--- src/rtl/gemm_seq_ctrl.sv ---
// GEMM loop sequencer: walks M x N outputs, fetching K/4 LHS/RHS word pairs each.
// Registered outputs, one read outstanding; stalls on mem_req_ready and out_ready.
module gemm_seq_ctrl #(
  parameter int ADDR_W = 32,
  parameter int CNT_W  = 16
) (
  input  logic              nice_clk,
  input  logic              nice_rst,
  input  logic              start,
  input  logic [31:0]       lhs_rows,
  input  logic [31:0]       lhs_cols,
  input  logic [31:0]       rhs_cols,
  input  logic [ADDR_W-1:0] lhs_addr,
  input  logic [ADDR_W-1:0] rhs_addr,
  input  logic [ADDR_W-1:0] dst_addr,
  output logic [1:0]        state,
  output logic              fin,
  output logic              err,
  output logic              mem_req_valid,
  input  logic              mem_req_ready,
  output logic [ADDR_W-1:0] mem_req_addr,
  input  logic              mem_rsp_valid,
  input  logic [31:0]       mem_rsp_data,
  output logic              mac_clr,
  output logic              mac_en,
  output logic [31:0]       mac_lhs,
  output logic [31:0]       mac_rhs,
  output logic              out_valid,
  input  logic              out_ready,
  output logic [ADDR_W-1:0] out_addr
);

  typedef enum logic [2:0] {
    IDLE, RD_LHS, WT_LHS, RD_RHS, WT_RHS, MAC, OUT, DONE
  } fsm_t;

  fsm_t              fsm;
  logic [CNT_W-1:0]  m_q, n_q, k_q, r_q, c_q, k_off;
  logic [ADDR_W-1:0] rhs_base, lhs_row_base, rhs_col_base, dst_ptr;
  logic [ADDR_W-1:0] k_ext;
  logic [CNT_W:0]    k_nxt, c_nxt, r_nxt;
  logic              bad_dims;

  assign k_ext = ADDR_W'(k_q);
  assign k_nxt = {1'b0, k_off} + (CNT_W+1)'(4);
  assign c_nxt = {1'b0, c_q} + (CNT_W+1)'(1);
  assign r_nxt = {1'b0, r_q} + (CNT_W+1)'(1);

  // Oversized dimensions are rejected along with the zero / misaligned cases.
  assign bad_dims = (lhs_rows == 32'd0) || (rhs_cols == 32'd0) || (lhs_cols == 32'd0) ||
                    (lhs_cols[1:0] != 2'b00) || ((lhs_rows >> CNT_W) != 32'd0) ||
                    ((lhs_cols >> CNT_W) != 32'd0) || ((rhs_cols >> CNT_W) != 32'd0);

  always_ff @(posedge nice_clk or posedge nice_rst) begin
    if (nice_rst) begin
      fsm           <= IDLE;
      state         <= 2'b00;
      fin           <= 1'b0;
      err           <= 1'b0;
      mem_req_valid <= 1'b0;
      mem_req_addr  <= '0;
      mac_clr       <= 1'b0;
      mac_en        <= 1'b0;
      mac_lhs       <= '0;
      mac_rhs       <= '0;
      out_valid     <= 1'b0;
      out_addr      <= '0;
      m_q           <= '0;
      n_q           <= '0;
      k_q           <= '0;
      r_q           <= '0;
      c_q           <= '0;
      k_off         <= '0;
      rhs_base      <= '0;
      lhs_row_base  <= '0;
      rhs_col_base  <= '0;
      dst_ptr       <= '0;
    end else begin
      mac_clr <= 1'b0;
      mac_en  <= 1'b0;
      fin     <= 1'b0;
      case (fsm)
        IDLE: begin
          if (start) begin
            m_q          <= lhs_rows[CNT_W-1:0];
            k_q          <= lhs_cols[CNT_W-1:0];
            n_q          <= rhs_cols[CNT_W-1:0];
            r_q          <= '0;
            c_q          <= '0;
            k_off        <= '0;
            rhs_base     <= rhs_addr;
            lhs_row_base <= lhs_addr;
            rhs_col_base <= rhs_addr;
            dst_ptr      <= dst_addr;
            err          <= bad_dims;
            if (bad_dims) begin
              fsm   <= DONE;
              state <= 2'b11;
              fin   <= 1'b1;
            end else begin
              fsm           <= RD_LHS;
              state         <= 2'b01;
              mac_clr       <= 1'b1;
              mem_req_valid <= 1'b1;
              mem_req_addr  <= lhs_addr;
            end
          end
        end
        RD_LHS: begin
          if (mem_req_ready) begin
            mem_req_valid <= 1'b0;
            fsm           <= WT_LHS;
          end
        end
        WT_LHS: begin
          if (mem_rsp_valid) begin
            mac_lhs       <= mem_rsp_data;
            fsm           <= RD_RHS;
            mem_req_valid <= 1'b1;
            mem_req_addr  <= rhs_col_base + ADDR_W'(k_off);
          end
        end
        RD_RHS: begin
          if (mem_req_ready) begin
            mem_req_valid <= 1'b0;
            fsm           <= WT_RHS;
          end
        end
        WT_RHS: begin
          if (mem_rsp_valid) begin
            mac_rhs <= mem_rsp_data;
            mac_en  <= 1'b1;
            fsm     <= MAC;
          end
        end
        MAC: begin
          k_off <= k_nxt[CNT_W-1:0];
          if (k_nxt < {1'b0, k_q}) begin
            fsm           <= RD_LHS;
            mem_req_valid <= 1'b1;
            mem_req_addr  <= lhs_row_base + ADDR_W'(k_nxt);
          end else begin
            fsm       <= OUT;
            state     <= 2'b10;
            out_valid <= 1'b1;
            out_addr  <= dst_ptr;
          end
        end
        OUT: begin
          if (out_ready) begin
            out_valid <= 1'b0;
            dst_ptr   <= dst_ptr + ADDR_W'(1);
            k_off     <= '0;
            mac_clr   <= 1'b1;
            if (c_nxt < {1'b0, n_q}) begin
              c_q           <= c_nxt[CNT_W-1:0];
              rhs_col_base  <= rhs_col_base + k_ext;
              fsm           <= RD_LHS;
              state         <= 2'b01;
              mem_req_valid <= 1'b1;
              mem_req_addr  <= lhs_row_base;
            end else if (r_nxt < {1'b0, m_q}) begin
              r_q           <= r_nxt[CNT_W-1:0];
              c_q           <= '0;
              lhs_row_base  <= lhs_row_base + k_ext;
              rhs_col_base  <= rhs_base;
              fsm           <= RD_LHS;
              state         <= 2'b01;
              mem_req_valid <= 1'b1;
              mem_req_addr  <= lhs_row_base + k_ext;
            end else begin
              fsm   <= DONE;
              state <= 2'b11;
              fin   <= 1'b1;
            end
          end
        end
        DONE: begin
          fsm   <= IDLE;
          state <= 2'b00;
        end
        default: begin
          fsm   <= IDLE;
          state <= 2'b00;
        end
      endcase
    end
  end

endmodule
--- config.mk ---
export PLATFORM = sky130hd
export DESIGN_NAME = gemm_seq_ctrl
export DESIGN_NICKNAME = d
export VERILOG_FILES = /design/src/rtl/gemm_seq_ctrl.sv
export SDC_FILE = /design/constraint.sdc
export NUM_CORES = 1
export LEC_CHECK = 0
export CORE_ASPECT_RATIO = 1.2
export CORE_MARGIN = 2
export CORE_UTILIZATION = 55
export CTS_CLUSTER_DIAMETER = 50
export DETAILED_ROUTE_END_ITERATION = 10
export PLACE_DENSITY = 0.82
export SYNTH_ARGS = -nofsm -noshare
export SYNTH_HDL_FRONTEND = slang
export SYNTH_SLANG_ARGS = --single-unit
--- constraint.sdc ---
create_clock -name nice_clk -period 16.74 [get_ports nice_clk]
set_input_delay 3.348 -clock nice_clk [delete_from_list [all_inputs] [get_ports nice_clk]]
set_output_delay 3.348 -clock nice_clk [all_outputs]
set_load 0.02 [all_outputs]
### After elaboration in Yosys (flattened, before gate mapping)

Index checks and enable logic that the tools add are counted.

| operators by class | value |
|---|---|
| add/subtract/negate cells | 8 |
| magnitude comparators | 3 |
| equality and inequality tests | 20 |
| mux-type cells | 73 |
| bitwise operators | 1 |
| reduce and logical (&&, ||, !) cells | 34 |

Operators with widths:

| cell | number |
|---|---|
| 32-bit two-way mux | 16 |
| 32-bit case mux with 2 select lines | 3 |
| 16-bit two-way mux | 8 |
| 32-bit case mux with 4 select lines | 1 |
| 32-bit by 16-bit adder with 32-bit output | 3 |
| 32-bit logical NOT | 3 |
| 32-bit nonzero test | 3 |
| 16-bit case mux with 2 select lines | 2 |
| 17-bit by 16-bit < comparator with 1-bit output | 3 |
| 16-bit case mux with 3 select lines | 1 |
| 16-bit by 1-bit adder with 17-bit output, second input constant | 2 |
| 32-bit by 1-bit adder with 32-bit output, second input constant | 1 |
| 32-bit by 17-bit adder with 32-bit output | 1 |
| 3-bit two-way mux | 10 |
| 3-bit case mux with 8 select lines | 1 |
| 2-bit inequality test, second input constant | 11 |
| 1-bit two-way mux | 20 |
| 16-bit by 3-bit adder with 17-bit output, second input constant | 1 |
| 3-bit == test, second input constant | 4 |
| 2-bit two-way mux | 6 |
| 3-bit AND reduction | 3 |
| 2-bit case mux with 4 select lines | 1 |
| 2-bit AND reduction | 4 |
| 4-bit AND reduction | 2 |
| other kinds (18) | 29 |

| word-level totals | value |
|---|---|
| register bits after elaboration | 363 |
| output and inout bits | 136 |
| word-level logic and storage cells | 161 |

### Longest topological paths before layout

Gate-level depths: netlist of run 1.

| logic depth | value |
|---|---|
| depth after elaboration | 10 |
| mapped depth | 20 |
| mapped depth without buffers | 17 |

### Least setup slack after synthesis of run 1

No wires, ideal clock.

| timing | value |
|---|---|
| kind | input port to flip-flop |
| from | input port lhs_rows[17] |
| to | register mem_req_addr[21] |
| library setup time | 0.126 ns |
| arrival | 5.202 ns |
| data required time | 16.614 ns |
| path slack | 11.412 ns |
| stages | 9 |
| buffers on the path | 1 |
| cell sequence | nor4_1 -> nand4_1 -> nor4_1 -> nand4_1 -> o21a_1 -> a311oi_2 -> buf_4 -> o21ai_1 -> o32a_1 |

| between the ends | value |
|---|---|
| word-level cells in the longest chain between the ends | 9 |
| elaborated cells on any way between the ends | 10 |
| those cells by class | 1 x eq/ne; 9 x reduce/logical |

RTL lines:

| element | RTL line | RTL |
|---|---|---|
| from (decl) | 10 | `input logic [31:0] lhs_rows,` |
| 32-bit logical NOT | 50 | `assign bad_dims = (lhs_rows == 32'd0) \|\| (rhs_cols == 32'd0) \|\| (lhs_cols == 32'd0) \|\|` |
| 1-bit logical OR (3 in series) | 50 |  |
| 1-bit logical OR * (2 in series) | 51 | `(lhs_cols[1:0] != 2'b00) \|\| ((lhs_rows >> CNT_W) != 32'd0) \|\|` |
| 1-bit logical OR * | 52 | `((lhs_cols >> CNT_W) != 32'd0) \|\| ((rhs_cols >> CNT_W) != 32'd0);` |
| 2-bit inequality test (no source line) * | - |  |
| 7-bit AND reduction (no source line) * | - |  |
| to (signal assigned) | 105 | `mem_req_addr <= lhs_addr;` |
| to (signal assigned) | 120 | `mem_req_addr <= rhs_col_base + ADDR_W'(k_off);` |
| to (signal assigned) | 141 | `mem_req_addr <= lhs_row_base + ADDR_W'(k_nxt);` |
| to (decl) | 21 | `output logic [ADDR_W-1:0] mem_req_addr,` |

Every way passes the cells marked *; elsewhere a longest branch is shown, timed or not.
A chain may end at the register's enable or synchronous reset.

### Worst setup path in the final report of run 1

| timing | value |
|---|---|
| from | input port lhs_cols[18] |
| to | register mem_req_addr[22] |

| between the ends | value |
|---|---|
| word-level cells in the longest chain between the ends | 8 |
| elaborated cells on any way between the ends | 9 |
| those cells by class | 1 x eq/ne; 8 x reduce/logical |

RTL lines:

| element | RTL line | RTL |
|---|---|---|
| from (decl) | 11 | `input logic [31:0] lhs_cols,` |
| 32-bit logical NOT | 50 |  |
| 1-bit logical OR (2 in series) | 50 |  |
| 1-bit logical OR | 51 |  |
| 1-bit logical OR * | 51 |  |
| 1-bit logical OR * | 52 |  |
| 2-bit inequality test (no source line) * | - |  |
| 7-bit AND reduction (no source line) * | - |  |

Marked as above.

==> results of run 1 <==
logic make-up (layout without fill, tap and decap cells):
family          after synthesis  in the layout
compound gates              740            740
xor+xnor                    116            116
fa+ha+maj                   114            114
buf+inv                     220            547
flops                       361            361
mux                         100            100
other cells                   0              1
simple gates                889            889
final timing paths:
kind | startpoint | to | slack [ns] | depth (start not counted)
max | lhs_cols[18] | mem_req_addr[22]$_DFFE_PP0P_ | 10.21 | 11
min | rhs_base[29]$_DFFE_PP0P_ | rhs_base[29]$_DFFE_PP0P_ | 0.48 | 2
max reg2reg | c_q[0]$_DFFE_PP0P_ | rhs_col_base[29]$_DFFE_PP0P_ | 11.42 | 16
min reg2reg | rhs_base[29]$_DFFE_PP0P_ | rhs_base[29]$_DFFE_PP0P_ | 0.48 | 2
max in group asynchronous | nice_rst | rhs_col_base[30]$_DFFE_PP0P_ | 11.88 | 3
min in group asynchronous | nice_rst | m_q[5]$_DFFE_PP0P_ | 3.31 | 2
state kept, by name, indices dropped and copies added, names as in the netlist, 14 cells and up:
name and count:
c_q 16, m_q 16, k_off 14, mac_rhs 32, rhs_col_base 32, n_q 16, lhs_row_base 32, mac_lhs 32
r_q 16, rhs_base 32, out_addr 32, dst_ptr 32, mem_req_addr 32, k_q 16
per-stage QoR:
stage	instances	hold WS [ns]	cell area, um2
6_report	3401	0.476	27600
5_1_grt	3400	0.499	27600
4_1_cts	3400	0.477	27600
3_5_place_dp	3323	0.463	26100
3_3_place_gp	3323	0.455	26100
2_1_floorplan	2540	0.441	22200
where the power goes:
group,leakage (nW),switching (mW),internal [mW]
registers,4.44,0.352,1.25
logic,6.81,1.66,1.15
clock network,0.693,0.394,0.559
metal layers:
metal  routed length, um  part of all wire  track usage
met5                  13           0.00018            0
met4                4150             0.057        0.186
met3                6980             0.095       0.0893
met2               34900              0.48        0.584
met1               27200              0.37        0.405
critical path, cell delays in order:
cell,delay [ns]
clkdlybuf4s50_1,0.43
nor4_1,0.34
nand4_1,0.18
nor4_1,0.47
nand4_1,0.45
o21a_1,0.36
a311oi_4,0.25
buf_4,0.44
nand2_1,0.29
a221oi_1,0.30
a211oi_1,0.11
cells in the final DEF (no fill, tap or decap), types with 6 or more instances in the layout:
cell             instances
a211o_1                  6
nor3_1                  45
a211oi_1                27
nand2_1                420
a22oi_1                 14
nand4_1                 26
a31oi_1                 44
o21ai_0                247
o21bai_1                 6
clkbuf_1                 7
xnor2_1                 61
mux2_2                 100
and2_1                  17
nand2b_1                 7
clkbuf_16               43
dfrtp_1                361
a22o_1                  16
or3_1                   10
clkdlybuf4s50_1        365
o21a_1                  16
ha_1                   112
o211ai_1                22
nand3_1                 81
a221oi_1                11
inv_1                   76
nor2_1                 169
xor2_1                  55
clkinv_2                 9
o22a_1                  14
a21oi_1                174
and3_1                  32
nor4_1                  38
o22ai_1                 25
a21o_1                  32
o31ai_1                 18
buf_4                   27
o21ai_1                  6
layout make-up:
| class | instances | area (um2) |
|---|---|---|
| Inverter | 78 | 300 |
| Tap cell | 533 | 667 |
| Clock buffer | 55 | 1170 |
| Clock inverter | 22 | 240 |
| Sequential cell | 361 | 9030 |
| Fill cell | 3074 | 12200 |
| Timing Repair Buffer | 392 | 3860 |
| Antenna cell | 1 | 2.50 |
| Multi-Input combinational cell | 1959 | 12300 |
==> impl_metrics.csv, run 1 <==
group,metric,value,unit
outcome,outcome,"finished clean",
yosys,synthesis.area,22200,um2
yosys,synth_top_family_by_area,"compound AO/OA/AOI/OAI gates",
yosys,synthMuxAreaShare,0.0508,
clocking,post_cts_buffers,0,
clocking,clockBufferDepth,3,
floorplanning,die_area,41900,um2
placed_design,dp_hpwl,51700,um
yosys,ys_seq_area_frac,0.407,
sta,skew,0.0275,ns
clocking,cts_tree,"yes",
floorplanning,boundaryPins,366,
global_route,grt_max_degree,117,
yosys,synth_common_cells,"421 x nand2_1, 361 x dfrtp_1, 247 x o21ai_0, 175 x a21oi_1, 174 x nor2_1",
yosys,synth_seq_cells,361,
power_and_ir_drop,power.density,195,nW/um2
sta,slew_viol_final,0,
clocking,numCtsBuffers,43,
route,via_count,21212,
sta,maxSlewHeadroom,0.257,
sta,period_needed,6.53,ns
floorplanning,die_h,224,um
clocking,cts.sinks,361,
final_layout,postLayoutCoreUtil,0.694,
clocking,clockRootBuffer,"clkbuf_16",
worst_setup_path,start_kind,"primary input",
yosys,synth_compound_area_frac,0.209,
yosys,synth_cell_type_count,93,
floorplanning,start_util,0.558,
power_and_ir_drop,power.leakage,11.9,nW
placed_design,port_buffers,365,
worst_setup_path,end_kind,"flip-flop",
placed_design,pre_cts_ws,9.63,ns
yosys,async_flop_share,1.00,
yosys,synth_nets,2884,
yosys,yosys.cell_count.top_type,"nand2_1",
yosys,ys.flop_type,"dfrtp_1",
flow_run,max-cap-violations,0,
worst_setup_path,path_class,"primary input to flip-flop",
yosys,synth_area_leaders,"dfrtp_1 41%, nand2_1 7.1%, ha_1 6.3%",
placed_design,gp_congestion,0.949,
clocking,cts_htree_levels,2,
final_layout,drive_above_1_share,0.0844,
clocking,cts_resized,0,
yosys,syn_inst,2540,
sta,setup_tns,0,ns
route,drc,0,
worst_setup_path,crit_fanout,40,
power_and_ir_drop,ir_drop,0.000134,V
route,drt_wl_total,73200,um
sta,fmax,0.153,GHz
worst_hold_path,hold_class,"flip-flop to flip-flop",
global_route,grt_pass1_wl,115000,um
worst_setup_path,worstPathArrival,6.98,ns
global_route,grt_use_total,0.346,
clocking,clkLatencyLatePin,0.57,ns
global_route,first_global_vias,21432,
yosys,yosys.area_share.simple,0.181,
yosys,synth_edf_count,0,
sta,setup_viol,0,
yosys,synth_fa_ha_area_frac,0.0650,
sta,finalHoldViolCount,0,
final_layout,syn_to_final_growth,24.3,%
clocking,cts_hold_buffers,0,
route,drtAntennaViolNets,0,
yosys,synth_area_per_cell,8.73,um2
final_layout,final_nets,3179,
floorplanning,core,39700,um2
clocking,clk_pin_slew_worst_paths,0.06,ns
sta,layout_setup_ws,10.21,ns
route,via_per_inst,6.24,
sta,tightest_slew,1.11,ns
yosys,synth_xor_xnor_area_share,0.0458,
floorplanning,die_w,187,um
yosys,synth_top_area_frac,0.407,
route,first_pass_iters,8,
route,initialDrtViolationCount,1626,
power_and_ir_drop,power,5.36,mW
sta,timing.final.crit_share,0.390,
global_route,antenna_found_initial,2,
global_route,overflow,0,
yosys,synth_warnings,0,
sta,grt_setup_unrepaired,"no",
floorplanning,rows,80,
yosys,synth.largest_area_cell,"dfrtp_1",
route,wl_per_cell,21.5,um
worst_setup_path,critical_path_required,17.18,ns
No activity file was read; power rests on OpenSTA's default activity.
==> run 2, diff against run 1 <==
Clock period 16.74 ns to 6.3 ns, I/O delays scaled along.
==> impl_metrics.csv, run 2 (synthesis gave the netlist of run 1 again) <==
group,metric,value,unit
outcome,outcome,"finished clean",
worst_setup_path,r2r.worst_path.cells,18,
sta,holdWs,0.473,ns
floorplanning,core,39700,um2
power_and_ir_drop,power.leakage,12.0,nW
route,wl_per_cell,21.7,um
worst_setup_path,worst_path_most_repeated_cell,"nand3_1",
placed_design,pre_cts_ws,1.45,ns
worst_setup_path,cp_top_family,"simple AND/OR/NAND/NOR gates",
route,via_per_inst,6.26,
floorplanning,die_area,41900,um2
worst_setup_path,crit_chain,"and2_1 -> and4_1 -> nand3_1 -> nor2_1 -> nand3_1 -> nor2_1 -> xor2_1 -> ha_1 -> nand3_1 -> nor3_1 -> o21ai_0 -> a21oi_4 -> buf_4 -> a31oi_1 -> nand2b_1 -> buf_4 -> a21oi_1 -> a211oi_1",
clocking,clk_pin_slew_worst_paths,0.06,ns
route,drt_wl_total,74000,um
clocking,cts_htree_levels,2,
worst_setup_path,worstReg2RegEnd,"mem_req_addr[16]$_DFFE_PP0P_",
clocking,clkLatencyLatePin,0.58,ns
worst_setup_path,path_class,"flip-flop to flip-flop",
clocking,cts.sinks,361,
route,initialDrtViolationCount,1610,
power_and_ir_drop,p_switching,6.43,mW
global_route,overflow,0,
worst_hold_path,hold_class,"flip-flop to flip-flop",
clocking,cts_hold_buffers,0,
final_layout,stdcell_count,3403,
power_and_ir_drop,ir_drop,0.000376,V
sta,finalHoldViolCount,0,
worst_setup_path,crit_buf_inv,2,
worst_setup_path,max_stage_delay,0.45,ns
clocking,clockBufferDepth,3,
clocking,cts_resized,0,
final_layout,final_common_cell,"nand2_1",
floorplanning,boundaryPins,366,
flow_run,max-cap-violations,0,
floorplanning,die_w,187,um
power_and_ir_drop,combPwrFrac,0.520,
floorplanning,rows,80,
sta,period_needed,4.96,ns
clocking,cts_tree,"yes",
final_layout,drive_above_1_share,0.0843,
final_layout,syn_to_final_growth,24.7,%
final_layout,final_cell_mix,"420 x nand2_1, 365 x clkdlybuf4s50_1, 361 x dfrtp_1",
global_route,grt_use_total,0.350,
worst_setup_path,critical_path_required,6.78,ns
final_layout,final_nets,3181,
worst_setup_path,cpMaxStageDelayCell,"dfrtp_1",
route,via_count,21309,
power_and_ir_drop,power.density,519,nW/um2
global_route,first_global_vias,21285,
clocking,clockRootBuffer,"clkbuf_16",
global_route,grt_pass1_wl,116000,um
power_and_ir_drop,p_sw_frac,0.448,
sta,skew,0.0184,ns
route,drc,0,
worst_setup_path,worstPathArrival,5.44,ns
route,first_pass_iters,6,
sta,slew_viol_final,0,
sta,fmax,0.202,GHz
worst_setup_path,r2r_setup_slack,1.34,ns
clocking,numCtsBuffers,44,
placed_design,place_inst,3324,
final_layout,diodes,0,
power_and_ir_drop,clkPwrFrac,0.181,
route,drtAntennaViolNets,0,
sta,layout_setup_ws,1.34,ns
worst_hold_path,holdPathStages,2,
worst_setup_path,start_kind,"flip-flop",
sta,maxSlewHeadroom,0.285,
worst_setup_path,timing.rr.start,"k_off[4]$_DFFE_PP0P_",
placed_design,dp_hpwl,52500,um
sta,timing.final.crit_share,0.787,
sta,grt_setup_unrepaired,"no",
clocking,post_cts_buffers,0,
power_and_ir_drop,intPower,7.92,mW
worst_setup_path,startpoint,"k_off[4]$_DFFE_PP0P_",
placed_design,port_buffers,365,
sta,tightest_slew,1.07,ns
global_route,grt_max_degree,136,
sta,setup_tns,0,ns
worst_hold_path,min_from,"rhs_base[25]$_DFFE_PP0P_",
worst_hold_path,min_to,"rhs_base[25]$_DFFE_PP0P_",
global_route,antenna_found_initial,1,
placed_design,gp_congestion,0.962,
sta,setup_viol,0,
worst_setup_path,end_kind,"flip-flop",
worst_setup_path,crit_fanout,35,
power_and_ir_drop,seqPwrFrac,0.299,
floorplanning,die_h,224,um
floorplanning,start_util,0.558,
power_and_ir_drop,power,14.3,mW
-- run 2: worst register-to-register path, stage by stage (launching register included) --
cell	delay, ns
dfrtp_1	0.45
and2_1	0.18
and4_1	0.32
nand3_1	0.17
nor2_1	0.32
nand3_1	0.20
nor2_1	0.16
xor2_1	0.35
ha_1	0.22
nand3_1	0.12
nor3_1	0.24
o21ai_0	0.30
a21oi_4	0.25
buf_4	0.45
a31oi_1	0.13
nand2b_1	0.14
buf_4	0.40
a21oi_1	0.20
a211oi_1	0.27
-- run 2: power groups by stage --
stage               registers, mW  clock network, mW  logic [mW]
floorplan                    4.44                  0        4.49
global placement             4.24                  0        7.12
detailed placement           4.28                  0        7.31
CTS                          4.26               2.63        7.38
global route                 4.40               2.71        8.12
finish                       4.29               2.59        7.47
-- run 2: area by class of cell --
class,instances,area (um2)
fill,3108,12100
timing repair buffer,393,3890
multi-input combinational,1959,12300
sequential,361,9030
inverter,78,297
clock buffer,65,1310
clock inverter,14,160
tap,533,667
-- run 2: through the flow --
stage	cell area, um2	utilization
final	27600	0.696
after floorplan	22200	-
after global placement	26200	0.659
after CTS	27600	0.696
after global routing	27600	0.696
after detailed placement	26200	0.659
-- run 2: layer usage --
layer / up-vias / routed length [um] / GRT usage
met4: 0 / 4830 / 0.215
met5: - / 0 / 0
met2: 1090 / 34600 / 0.574
li1: 9716 / - / -
met1: 10255 / 27900 / 0.415
met3: 248 / 6680 / 0.0902
-- run 2: worst max path at each step --
stage / end / slack (ns) / depth (start not counted)
after global placement: mem_req_addr[23]$_DFFE_PP0P_ / 1.47 / 18
after CTS: mem_req_addr[23]$_DFFE_PP0P_ / 1.42 / 18
final: mem_req_addr[16]$_DFFE_PP0P_ / 1.34 / 18
after floorplan: c_q[0]$_DFFE_PP0P_ / 0.20 / 1
after detailed placement: mem_req_addr[22]$_DFFE_PP0P_ / 1.45 / 11
after global routing: mem_req_addr[23]$_DFFE_PP0P_ / 0.93 / 18
